## src/rtl/dmem_arbiter.sv

```systemverilog
// rtl/dmem_arbiter.sv - data-memory port arbiter between core load/store path and DMA bursts
module dmem_arbiter #(
    parameter int         MAX_BURST = 16,
    parameter logic [2:0] LW_SEL    = 3'b010,
    parameter logic [1:0] SW_SEL    = 2'b10
) (
    input  logic        clk,
    input  logic        rst,
    input  logic        core_req,
    input  logic        core_wr,
    input  logic [31:0] core_addr,
    input  logic [31:0] core_wdata,
    input  logic [2:0]  core_load_sel,
    input  logic [1:0]  core_store_sel,
    output logic [31:0] core_rdata,
    output logic        core_stall,
    input  logic        dma_req,
    input  logic        dma_wr,
    input  logic [31:0] dma_addr,
    input  logic [4:0]  dma_len,
    input  logic [31:0] dma_wdata,
    output logic        dma_gnt,
    output logic [31:0] dma_rdata,
    output logic        dma_rvalid,
    output logic        dma_done,
    output logic        dma_busy,
    output logic [31:0] mem_addr,
    output logic [31:0] mem_wdata,
    output logic        mem_wr_en,
    output logic [2:0]  mem_load_sel,
    output logic [1:0]  mem_store_sel,
    input  logic [31:0] mem_rdata
);

    typedef enum logic [1:0] {IDLE, BURST, HOLDOFF} state_t;

    state_t      state;
    logic [31:0] base;
    logic        wr;
    logic [4:0]  len;
    logic [4:0]  cnt;
    logic [4:0]  eff_len;
    logic        in_burst;

    always_comb begin
        eff_len = dma_len;
        if (dma_len == 5'd0)
            eff_len = 5'd1;
        else if (int'(dma_len) > MAX_BURST)
            eff_len = 5'(MAX_BURST);
    end

    always_ff @(posedge clk) begin
        if (rst) begin
            state      <= IDLE;
            base       <= '0;
            wr         <= 1'b0;
            len        <= '0;
            cnt        <= '0;
            dma_rdata  <= '0;
            dma_rvalid <= 1'b0;
            dma_done   <= 1'b0;
        end else begin
            dma_rvalid <= 1'b0;
            dma_done   <= 1'b0;
            case (state)
                IDLE: begin
                    if (dma_req) begin
                        base  <= dma_addr & ~32'h3;
                        wr    <= dma_wr;
                        len   <= eff_len;
                        cnt   <= '0;
                        state <= BURST;
                    end
                end
                BURST: begin
                    cnt <= cnt + 5'd1;
                    if (!wr) begin
                        dma_rdata  <= mem_rdata;
                        dma_rvalid <= 1'b1;
                    end
                    if (cnt == len - 5'd1) begin
                        state    <= HOLDOFF;
                        dma_done <= 1'b1;
                    end
                end
                HOLDOFF: state <= IDLE;
                default: state <= IDLE;
            endcase
        end
    end

    // Outside a burst the core owns the port with no added latency.
    assign in_burst      = (state == BURST);
    assign mem_addr      = in_burst ? base + {25'd0, cnt, 2'b00} : core_addr;
    assign mem_wdata     = in_burst ? dma_wdata : core_wdata;
    assign mem_wr_en     = in_burst ? wr : (core_req & core_wr);
    assign mem_load_sel  = in_burst ? LW_SEL : core_load_sel;
    assign mem_store_sel = in_burst ? SW_SEL : core_store_sel;
    assign core_stall    = in_burst & core_req;
    assign core_rdata    = mem_rdata;
    assign dma_gnt       = in_burst;
    assign dma_busy      = (state != IDLE);

endmodule
```

## config.mk

```make
export PLATFORM = sky130hd
export DESIGN_NAME = dmem_arbiter
export DESIGN_NICKNAME = d
export VERILOG_FILES = /design/src/rtl/dmem_arbiter.sv
export SDC_FILE = /design/constraint.sdc
export NUM_CORES = 1
export LEC_CHECK = 0
export BUFFER_PORTS_ARGS = -buffer_cell sky130_fd_sc_hd__buf_2
export CAP_MARGIN = 25
export CORE_MARGIN = 2
export CORE_UTILIZATION = 25
export DETAILED_ROUTE_END_ITERATION = 12
export PLACE_DENSITY = 0.54
export SLEW_MARGIN = 20
export SYNTH_ARGS = -nofsm -noshare
export SYNTH_HDL_FRONTEND = slang
export SYNTH_SLANG_ARGS = --single-unit
```

## constraint.sdc

```tcl
create_clock -name clk -period 2.1 [get_ports clk]
set_input_delay 0.105 -clock clk [delete_from_list [all_inputs] [get_ports clk]]
set_output_delay 0.105 -clock clk [all_outputs]
set_load 0.03 [all_outputs]
```

==> Word-level counts from Yosys, hierarchy flattened <==
Index checks and enable logic that the tools add are counted.
Widths: inputs -> output; s select.
{ "word_totals": {"out_inout_bits": 139, "wordCells": 43, "register_bits": 77, "input_bits": 176} }
{ "classes": {"n_eq_ne": 4, "add_sub_neg": 3, "order_cmp": 1, "muxes": 14, "reduce_logical": 9, "n_bitwise": 4} }
{ "ops": {"columns": ["cell", "n"], "rows": [
  ["$mux 32", 2],
  ["$add 32x7->32", 1],
  ["$mux 5", 3],
  ["$pmux 5 s2", 1],
  ["$reduce_and 2->1", 4],
  ["$mux 2", 3],
  ["$add 5x1->5 const B", 1],
  ["$eq 5x5->1", 1],
  ["$gt 5x5->1 const B", 1],
  ["$logic_not 5->1", 1],
  ["$sub 5x1->5 const B", 1],
  ["$pmux 2 s2", 1],
  ["$reduce_bool 2->1", 2],
  ["$mux 1", 3],
  ["$mux 3", 1],
  ["$and 1x1->1", 2],
  ["$eq 2x1->1 const B", 1],
  ["$logic_not 2->1", 1],
  ["$ne 2x1->1 const B", 1],
  ["$ne 2x2->1 const B", 1],
  ["$not 1->1", 2],
  ["$reduce_or 2->1", 1]
]} }

==> Depth between registers and ports, before layout <==
{ "logic_depth": {"word_depth": 4, "ltp_mapped": 8, "depth_no_buf": 7} }

==> Least setup slack after synthesis <==
OpenSTA, ideal clock, no wires.
{ "synth_path": {"path_kind": "register -> output", "startpoint": "reg cnt[0]", "endpoint": "out mem_addr[22]", "n_path_buf": 1, "t_arrival_ns": 2.671, "setup_slack_ns": -0.676, "path_stages_with_launch": 9, "required_time_ns": 1.995, "cell_sequence": "dfxtp_1 > ha_1 > fa_1 > a211o_1 > a21oi_1 > clkbuf_1 > nor4_1 > xnor2_1 > o21ai_0"} }
{ "synth_between": {"elab_chain_cells": 2} }
{ "synth_rtl": {"columns": ["item", "line_no", "source"], "rows": [
  ["start, declared", "41", "logic [4:0] cnt;"],
  ["start signal, assigned", "77", "cnt <= cnt + 5'd1;"],
  ["$add 32x7->32", "95", "assign mem_addr = in_burst ? base + {25'd0, cnt, 2'b00} : core_addr;"],
  ["$mux 32", "95", null],
  ["end, declared", "27", "output logic [31:0] mem_addr,"]
]} }
Every way passes these cells.

==> Final worst setup path <==
{ "layout_path": {"startpoint": "reg base[3]", "endpoint": "out mem_addr[19]"} }
{ "layout_between": {"elab_chain_cells": 2} }
{ "layout_rtl": {"columns": ["item", "line_no", "source"], "rows": [
  ["start, declared", "38", "logic [31:0] base;"],
  ["start signal, assigned", "69", "base <= dma_addr & ~32'h3;"],
  ["$add 32x7->32", "95", null],
  ["$mux 32", "95", null]
]} }
Every way passes these cells.

==> key figures <==
Power and ir drop
  • Total Power: 5.13 mW
  • Pleak: 3.75 nW
  • Power Density: 653 nW/um2
  • Worst IR drop on VDD: 0.429 mV

Synthesis
  • Largest area contributor in the netlist: dfxtp_1
  • Asr flop ratio synth: 0
  • Avg Cell Area, Syn: 6.68 um2
  • Mapped cell area: 4560 um2
  • Area contributors post-synth: dfxtp_1 (34%), nand2_1 (22%), a21oi_1 (8.6%), buf_4 (5.4%), xnor2_1 (3.3%)
  • Post-synthesis sequential area ratio: 0.338
  • Syn_nets: 866
  • Post-Synthesis Cells: 682
  • Share of the synthesized area in the top cell type: 0.338
  • #FFs+latches synth: 77
  • Number of synthesized flops with an enable pin: 0
  • Most used DFF post-synth: dfxtp_1
  • Warning count from the yosys run: 0
  • Post-synthesis cell type count: 45

Drt
  • Highest routing layer actually used: met4
  • WL met2: 9270 um
  • Routed wl met3: 1300 um
  • Pre-Repair DR Iteration Count: 5
  • Vias per inst: 4.54
  • DRT Wirelength: 18500 um
  • # DRC: 0
  • Initial DRC Count: 227
  • ANT nets after route: 0
  • DRT met1 WL: 7510 um
  • Drt wl/cell: 14.7 um
  • Via count: 5702

Clock tree
  • Clock tree buffer depth: 2
  • CTS Buf Count: 9
  • CTS tree: built
  • Clk_lat worst skew: 0.34 ns
  • Sink Count: 77
  • H-tree depth: 3
  • Clock Root Buffer: clkbuf_16
  • Clock transition at the registers of the reported paths: 0.06 ns

Min path
  • Cells on Worst Hold Path: 3
  • HP Start: dma_addr[8]
  • Hold crit path type: in -> reg

Setup path
  • Worst setup EP type: output port
  • Crit Path Category: reg -> out
  • Critical R2R Launch: len[0]$_SDFFE_PP0P_
  • Startpoint types: flop
  • Crit path required time: 2.00 ns
  • CP startpoint: base[3]$_SDFFE_PP0P_
  • R2R depth: 6
  • Data arrival, critical path: 2.48 ns
  • Worst Path Max Fanout: 5

Global routing
  • Largest net degree at the start of global routing: 87
  • Grt ovf: 0
  • Initial antenna violation count: 1
  • Total GRT Usage: 0.180
  • Vias in the first global route: 5400
  • Global-route wire length before repair: 28000 um

STA
  • Crit share post-route: 1.23
  • Final Worst Setup Slack: -0.488 ns
  • Setup Viol. Count Final: 26
  • Slew HR: 0.570
  • Clk_skew: 0.00806 ns
  • Final hold violation count: 0
  • Fmax: 386 MHz
  • Least-Margin Pin Slew: 0.645 ns
  • RSZ-0062 raised after global routing: yes
  • Post-route minimum period: 2.59 ns
  • Max-slew violations: 0

Status
  • Failing checks: negative setup slack
  • Outcome: finished, violations left

Place
  • Post-Place Cells: 1195
  • IO buf count: 312
  • Placed wire-length estimate: 13700 um
  • Final Wtd Congestion: 0.830

Layout
  • Number of nets in the layout: 1206
  • Layout area overhead: 72.5%
  • Layout cell share with drive strength beyond 1: 0.460
  • Non-Filler Instances: 1256

Floorplanning
  • Ports: 315
  • Core area: 17900 um2
  • Die Span Y: 139 um
  • Std cell rows: 49
  • Initial core utilization: 0.255
  • Die ar.: 19300 um2
  • Die Wd: 139 um

Job
  • Number of max-cap violations: 0
## cell families after synthesis
logic type | share of synthesized area
AOI/OAI and AO/OA | 0.151
xor gates and xnor gates | 0.0442
adders and majority gates | 0.0236
buffers and inverters | 0.0966
DFF | 0.338
muxes | 0.00467
and+or+nand+nor | 0.341
## placed cells by master, fill, tap and decap left out, drive strengths merged, types with 2 or more instances in the layout
cell type / Yosys / routed
nand3b: 5 / 5
nor4: 5 / 5
xnor2: 17 / 17
and2: 8 / 8
dlygate4sd3: 0 / 29
inv: 5 / 6
nor3: 7 / 7
dfxtp: 77 / 77
nand4: 4 / 4
a21oi: 78 / 78
o31ai: 3 / 3
a211oi: 2 / 2
clkbuf: 36 / 14
ha: 7 / 7
xor2: 6 / 6
bufinv: 0 / 2
a31oi: 9 / 9
nor2: 25 / 25
nand2: 267 / 267
or3: 9 / 9
o21ai: 28 / 28
and4: 4 / 4
a21o: 2 / 2
or2: 2 / 2
nor3b: 2 / 2
clkinv: 1 / 2
nand2b: 4 / 4
or4: 5 / 5
nand3: 9 / 9
nand4bb: 2 / 2
buf: 41 / 374
## path summary, 6_finish.rpt
path	end	slack (ns)
worst max-delay path	mem_addr[19]	-0.49
worst min-delay path	base[8]$_SDFFE_PP0P_	0.01
worst max register to register	state[0]$_SDFFE_PP0P_	0.49
worst min register to register	dma_rdata[31]$_SDFFE_PP0P_	0.45
## cell usage after synthesis, drive strengths merged (2+ instances only)
library cell	n
or4	5
nand2	267
nand4bb	2
ha	7
dfxtp	77
and4	4
xor2	6
nor3	7
xnor2	17
or2	2
inv	5
a31oi	9
clkbuf	36
nor4	5
or3	9
o21ai	28
o31ai	3
nand2b	4
nand3	9
a21oi	78
a211oi	2
buf	41
nand3b	5
and2	8
nor2	25
nand4	4
a21o	2
nor3b	2
## repair_timing
item,CTS,global route
hold buffers,29,0
pin swaps,25,31
setup buffers,9,8
setup endpoints to repair,27,28
endpoints found under the hold margin,29,0
resized for setup,96,35
gates cloned,1,4
## per-layer routing
layer / global-route usage / vias to the layer above
met1: 0.212 / 2544
met5: 0 / -
met2: 0.319 / 235
li1: - / 2903
met3: 0.0394 / 20
met4: 0.0696 / 0
## critical path, cell delays in order, from the launching register on
cell	delay (ns)
dfxtp_2	0.32
buf_6	0.11
ha_4	0.27
a211oi_4	0.06
o21bai_1	0.18
a21oi_2	0.08
buf_6	0.14
clkbuf_16	0.15
or4_4	0.49
a31oi_4	0.18
buf_6	0.15
## state kept, by name (all words and copies together), names as in the netlist
| register | cells |
|---|---|
| dma_rdata | 32 |
| base | 30 |
| cnt | 5 |
| len | 5 |
| state | 2 |
| dma_done | 1 |
| dma_rvalid | 1 |
| wr | 1 |
## area by class of cell
class	instances	area (um2)
Sequential cell	77	1560
Tap cell	229	287
Inverter	6	22.5
Antenna cell	1	2.50
Clock inverter	4	73.8
Multi-Input combinational cell	522	3020
Clock buffer	11	233
Fill cell	1814	10000
Timing Repair Buffer	406	2670
## through the flow
step / hold WS (ns) / util / TNS, ns / setup slack, ns / instance area, um2
finish: 0.0124 / 0.439 / -9.28 / -0.488 / 7860
global route: 0.0108 / 0.439 / -11.66 / -0.557 / 7860
CTS: 0.0000461 / 0.423 / -8.56 / -0.410 / 7560
detailed placement: 0.352 / 0.369 / -1.39 / -0.158 / 6600
global placement: 0.348 / 0.369 / -0.912 / -0.107 / 6600
floorplan: 0.241 / - / -0.588 / -0.0462 / 4720
## report_power, final
group / switching [mW] / leakage [nW] / internal [mW] / total (mW)
registers: 0.0601 / 0.635 / 1.56 / 1.62
clock network: 0.601 / 0.150 / 1.03 / 1.64
logic: 1.19 / 2.96 / 0.689 / 1.87
total: 1.85 / 3.75 / 3.29 / 5.13
Note: power is estimated with default switching activity, not from simulation.
